===== config.mk =====
export PLATFORM = sky130hd
export DESIGN_NAME = bit_ram_word_store_arbiter
export DESIGN_NICKNAME = d
export VERILOG_FILES = /design/src/rtl/bit_ram_word_store_arbiter.sv
export SDC_FILE = /design/constraint.sdc
export NUM_CORES = 1
export LEC_CHECK = 0
export CORE_MARGIN = 2
export CORE_UTILIZATION = 40
export CTS_BUF_LIST = sky130_fd_sc_hd__clkbuf_4 sky130_fd_sc_hd__clkbuf_8
export CTS_CLUSTER_DIAMETER = 100
export CTS_CLUSTER_SIZE = 14
export DETAILED_ROUTE_END_ITERATION = 8
export DONT_BUFFER_PORTS = 1
export PLACE_DENSITY_LB_ADDON = 0.2
export SLEW_MARGIN = 5
export SYNTH_ARGS = -nofsm -noshare
export SYNTH_HDL_FRONTEND = slang
export SYNTH_SLANG_ARGS = --single-unit

===== constraint.sdc =====
create_clock -name clk -period 6.2 [get_ports clk]
set_input_delay 1.24 -clock clk [delete_from_list [all_inputs] [get_ports clk]]
set_output_delay 1.24 -clock clk [all_outputs]
set_load 0.02 [all_outputs]

===== src/rtl/bit_ram_word_store_arbiter.sv =====
// Round-robin front-end that serialises word-store requests from several cores
// into single-bit stores (MSB first) on one shared memory write port.
module bit_ram_word_store_arbiter #(
  parameter int NUM_CORES = 4,
  parameter int ADDR_W    = 14,
  parameter int WORD_W    = 17,
  parameter int LEN_W     = 5,
  parameter int ID_W      = (NUM_CORES > 1) ? $clog2(NUM_CORES) : 1
) (
  input  logic                          clk,
  input  logic                          clear_n,
  input  logic [NUM_CORES-1:0]          req_valid,
  input  logic [NUM_CORES*ADDR_W-1:0]   req_addr,
  input  logic [NUM_CORES*WORD_W-1:0]   req_data,
  input  logic [NUM_CORES*LEN_W-1:0]    req_len,
  output logic [NUM_CORES-1:0]          req_ready,
  output logic [NUM_CORES-1:0]          done,
  output logic                          busy,
  output logic [ID_W-1:0]               grant_id,
  output logic [ADDR_W-1:0]             ram_address,
  output logic                          ram_datain,
  output logic                          ram_store
);

  typedef enum logic {
    ST_IDLE  = 1'b0,
    ST_WRITE = 1'b1
  } state_e;

  state_e                 state_q, state_d;
  logic [ID_W-1:0]        rr_ptr_q, rr_ptr_d;
  logic [ID_W-1:0]        grant_q, grant_d;
  logic [WORD_W-1:0]      data_q, data_d;
  logic [LEN_W-1:0]       rem_q, rem_d;
  logic [ADDR_W-1:0]      ram_address_q, ram_address_d;
  logic                   ram_datain_q, ram_datain_d;
  logic                   ram_store_q, ram_store_d;
  logic [NUM_CORES-1:0]   done_q, done_d;
  logic [NUM_CORES-1:0]   ready_raw;

  // Arbitration temporaries
  logic                   grant_found;
  logic [ID_W-1:0]        grant_idx;
  logic [ID_W:0]          scan_sum;
  logic [ID_W-1:0]        scan_idx;
  logic [ADDR_W-1:0]      sel_addr;
  logic [WORD_W-1:0]      sel_data;
  logic [LEN_W-1:0]       sel_len;
  logic [LEN_W-1:0]       eff_len;
  logic [ID_W-1:0]        next_ptr;

  // First valid request scanning rr_ptr, rr_ptr+1, ... modulo NUM_CORES.
  // NOTE: combinational temporaries use blocking '=' so later loop iterations see earlier results.
  always_comb begin
    grant_found = 1'b0;
    grant_idx   = '0;
    scan_sum    = '0;
    scan_idx    = '0;
    for (int k = 0; k < NUM_CORES; k++) begin
      scan_sum = {1'b0, rr_ptr_q} + (ID_W+1)'(k);
      if (scan_sum >= (ID_W+1)'(NUM_CORES)) begin
        scan_sum = scan_sum - (ID_W+1)'(NUM_CORES);
      end
      scan_idx = scan_sum[ID_W-1:0];
      if (!grant_found && req_valid[scan_idx]) begin
        grant_found = 1'b1;
        grant_idx   = scan_idx;
      end
    end
  end

  always_comb begin
    sel_addr = req_addr[grant_idx*ADDR_W +: ADDR_W];
    sel_data = req_data[grant_idx*WORD_W +: WORD_W];
    sel_len  = req_len[grant_idx*LEN_W +: LEN_W];
    // A zero or oversized length means a full word.
    if (sel_len == '0 || sel_len > LEN_W'(WORD_W)) begin
      eff_len = LEN_W'(WORD_W);
    end else begin
      eff_len = sel_len;
    end
    if (grant_idx == ID_W'(NUM_CORES - 1)) begin
      next_ptr = '0;
    end else begin
      next_ptr = grant_idx + ID_W'(1);
    end
  end

  // NOTE: every next-state signal gets a default first so no latch is inferred.
  always_comb begin
    state_d       = state_q;
    rr_ptr_d      = rr_ptr_q;
    grant_d       = grant_q;
    data_d        = data_q;
    rem_d         = rem_q;
    ram_address_d = ram_address_q;
    ram_datain_d  = ram_datain_q;
    ram_store_d   = 1'b0;
    done_d        = '0;
    ready_raw     = '0;

    unique case (state_q)
      ST_IDLE: begin
        if (grant_found) begin
          ready_raw[grant_idx] = 1'b1;
          grant_d              = grant_idx;
          rr_ptr_d             = next_ptr;
          ram_address_d        = sel_addr;
          ram_datain_d         = sel_data[WORD_W-1];
          data_d               = sel_data << 1;
          ram_store_d          = 1'b1;
          rem_d                = eff_len - LEN_W'(1);
          done_d[grant_idx]    = (eff_len == LEN_W'(1));
          state_d              = ST_WRITE;
        end
      end
      ST_WRITE: begin
        // rem_q counts the bits still to follow the one on the port now.
        if (rem_q == '0) begin
          state_d = ST_IDLE;
        end else begin
          ram_store_d     = 1'b1;
          ram_address_d   = ram_address_q + ADDR_W'(1);
          ram_datain_d    = data_q[WORD_W-1];
          data_d          = data_q << 1;
          rem_d           = rem_q - LEN_W'(1);
          done_d[grant_q] = (rem_q == LEN_W'(1));
        end
      end
      default: state_d = ST_IDLE;
    endcase
  end

  // NOTE: asynchronous active-low reset; all state uses non-blocking '<=' only.
  always_ff @(posedge clk or negedge clear_n) begin
    if (!clear_n) begin
      state_q       <= ST_IDLE;
      rr_ptr_q      <= '0;
      grant_q       <= '0;
      data_q        <= '0;
      rem_q         <= '0;
      ram_address_q <= '0;
      ram_datain_q  <= 1'b0;
      ram_store_q   <= 1'b0;
      done_q        <= '0;
    end else begin
      state_q       <= state_d;
      rr_ptr_q      <= rr_ptr_d;
      grant_q       <= grant_d;
      data_q        <= data_d;
      rem_q         <= rem_d;
      ram_address_q <= ram_address_d;
      ram_datain_q  <= ram_datain_d;
      ram_store_q   <= ram_store_d;
      done_q        <= done_d;
    end
  end

  // The accept pulse is combinational, so it is masked while reset is asserted.
  assign req_ready   = ready_raw & {NUM_CORES{clear_n}};
  assign done        = done_q;
  assign busy        = (state_q == ST_WRITE);
  assign grant_id    = grant_q;
  assign ram_address = ram_address_q;
  assign ram_datain  = ram_datain_q;
  assign ram_store   = ram_store_q;

endmodule


==> out/metrics.cfg <==
[outcome]
status = complete, no violations

[min_path]
hold_path.class = flip-flop to flip-flop
hold_depth = 2
min_from = data_q[8]
whs_endpoint = data_q[8]

[setup_path]
critPathCaptureType = primary output
start_kind = input pin
rrSetupSlack_ns = 2.43
rr_startpoint = rr_ptr_q[0]
required_ns = 4.96
critical_path_class = input pin to primary output
worstPathMaxFanout = 46
rr_worst_depth = 12
worst_ep_arrival_time_ns = 3.26
critPathLaunch = req_valid[2]
r2r_end = done[3]

[synth]
synth_top_area_cell = dfrtp_1
syn_area_um2 = 3640
yosys_warnings = 0
synth.area.top_cells = dfrtp_1 (31%), nand2_1 (14%), o21ai_0 (6.3%), mux2i_1 (4.4%), a311oi_1 (4.3%)
syn_nets = 652
async_reset_ff_frac = 1.00
yosysSeqAreaShare = 0.310
synth.top_cell.area_share = 0.310
synth_edf_count = 0
ys_types = 47
synthCells = 492
ys.flop_type = dfrtp_1
syn_area_per_cell_um2 = 7.39
ys_seq_elements = 45

[drt]
vias = 3392
drc_errors = 0
antenna_left = 0
wl_per_cell_um = 16.5
wl_um = 9500
firstDrtPassIters = 4
vias_per_cell = 5.89
drt-initial-drc-count = 130

[final_layout]
syn2layout_area_growth_pct = 2.55
nets = 627
antenna_cells = 0
drive_above_1_share = 0.0491

[sta]
maxSlewViolCount = 0
fin_tns_setup_ns = 0
fmax_ghz = 0.222
clock_skew_ns = 0.0122
tightest_slew_ns = 0.900
rsz0062_at_grt = no
setup_viol = 0
period_needed_ns = 4.50
layout_setup_ws_ns = 1.70
finalHoldViolations = 0
finalCritPeriodShare = 0.726
slew_headroom = 0.400

[floorplanning]
row_count = 34
die_width_um = 99.3
chipHeight_um = 99.3
initial_core_util = 0.415
core_area_um2 = 8760
boundaryPins = 177
die-area_um2 = 9870

[global_routing]
gr-usage-met1 = 0.237
top_usage_layer = met2
grtUsageMet2 = 0.333
antenna_found_initial = 0
gr-usage-all-layers = 0.190
grt_start_max_net_pins = 74
grt_pass1_wl_um = 15400
first_global_vias = 3271
grt_util_met3 = 0.0401
gr-total-overflow = 0

[cts]
clk_latency_ns = 0.30
clock-root-buffer = clkbuf_8
ctsLongestPathBuffers = 2
clock_sinks = 45
post_cts_buffers = 0
cts_resized = 0
cts_buffers = 5
path_clk_slew_ns = 0.09
ctsHoldBuffers = 0
cts_tree = yes
cts.htree.levels = 2

[placement]
gp_congestion = 0.786
io_buffers = 0
hpwl_um = 6940
dp_slack_ns = 1.57

[run]
drv_cap = 0

[pwr]
ir_drop_v = 0.000169
leakage_nw = 1.58
power_density_nw_per_um2 = 443

==> cells in the final DEF (no fill, tap or decap), types with 2 or more instances in the layout <==
cell	n
ha_1	10
mux2i_1	16
nand4_1	2
or3_1	2
clkinv_2	2
nor2b_1	20
a311oi_1	18
or2_1	2
a32o_1	4
a21o_1	2
nand3_1	28
nor3_1	4
and3_1	10
o21ai_0	46
clkbuf_8	5
a211oi_1	18
nand2b_1	5
nand2_1	136
a221oi_1	12
o211ai_1	2
dfrtp_1	44
nor2_1	19
xor2_1	3
a31oi_1	2
buf_4	5
inv_1	9
a21oi_1	21
==> cells in the mapped netlist, types with 2 or more instances <==
cell type	number
and3_1	10
a21o_1	2
a32o_1	4
a311oi_1	18
nand2_1	136
nor2b_1	20
nor3_1	4
nand3_1	28
or3_1	2
a221oi_1	12
nor2_1	20
a31oi_1	2
nand4_1	2
o21ai_0	46
inv_1	9
clkbuf_1	24
nand2b_1	5
mux2i_1	16
buf_2	5
o211ai_1	2
a21oi_1	21
a211oi_1	18
xor2_1	3
dfrtp_1	45
ha_1	10
buf_4	6
or2_1	2
==> cell families (layout without fill, tap and decap cells) <==
group,Yosys count,count (layout),share of synthesized area
compound gates,138,138,0.258
xor+xnor,3,3,0.00723
fa+ha+maj,10,10,0.0344
buf+inv,47,23,0.0585
flops,45,45,0.310
mux,17,17,0.0482
simple gates,232,232,0.284
==> worst max path at each step <==
stage | cells past startpoint | endpoint | slack (ns)
floorplan | 9 | req_ready[3] | 2.02
global placement | 12 | rem_q[4] | 1.75
detailed placement | 12 | rem_q[4] | 1.57
CTS | 6 | req_ready[0] | 1.68
global route | 6 | req_ready[0] | 1.51
finish | 6 | req_ready[0] | 1.70
==> flip-flops by register name, summed over array words and instances (netlist names) <==
register	cells
rr_ptr_q	2
data_q	16
ram_address	14
ram_store	1
done	4
grant_id	2
rem_q	5
ram_datain	1
==> per-stage QoR <==
stage | hold WS (ns) | instances | total power [mW] | cell area, µm² | util
finish | 0.488 | 576 | 1.65 | 3730 | 0.425
global route | 0.519 | 576 | 1.83 | 3730 | 0.425
CTS | 0.495 | 576 | 1.67 | 3730 | 0.425
detailed placement | 0.474 | 568 | 1.48 | 3640 | 0.416
global placement | 0.461 | 568 | 1.45 | 3640 | 0.416
floorplan | 0.450 | 492 | 1.31 | 3640 | -
==> routing by layer <==
layer  wire length (µm)  share of wire
met1               4110           0.43
met4                 78         0.0082
met5                  0              0
met3                739          0.078
met2               4580           0.48
==> critical path: stages <==
cell      delay [ns]
inv_1           0.09
o22ai_1         0.15
a211oi_4        0.67
inv_2           0.52
ha_1            0.37
and3_1          0.22
==> where the power goes <==
part | internal, mW | leakage, nW | switching [mW]
Combinational | 0.321 | 0.972 | 0.514
Clock | 0.0828 | 0.0484 | 0.101
Sequential | 0.414 | 0.562 | 0.218
==> final cells by class <==
cell class                 count  area (µm²)
clock buffer                   6        76.3
clock inverter                 2        10.0
fill                         896        5030
inverter                      10        37.5
multi-input combinational    400        2300
sequential                    45        1130
tap                          108         135
timing repair buffer           5        37.5
Power figures use the tool's default switching activity.
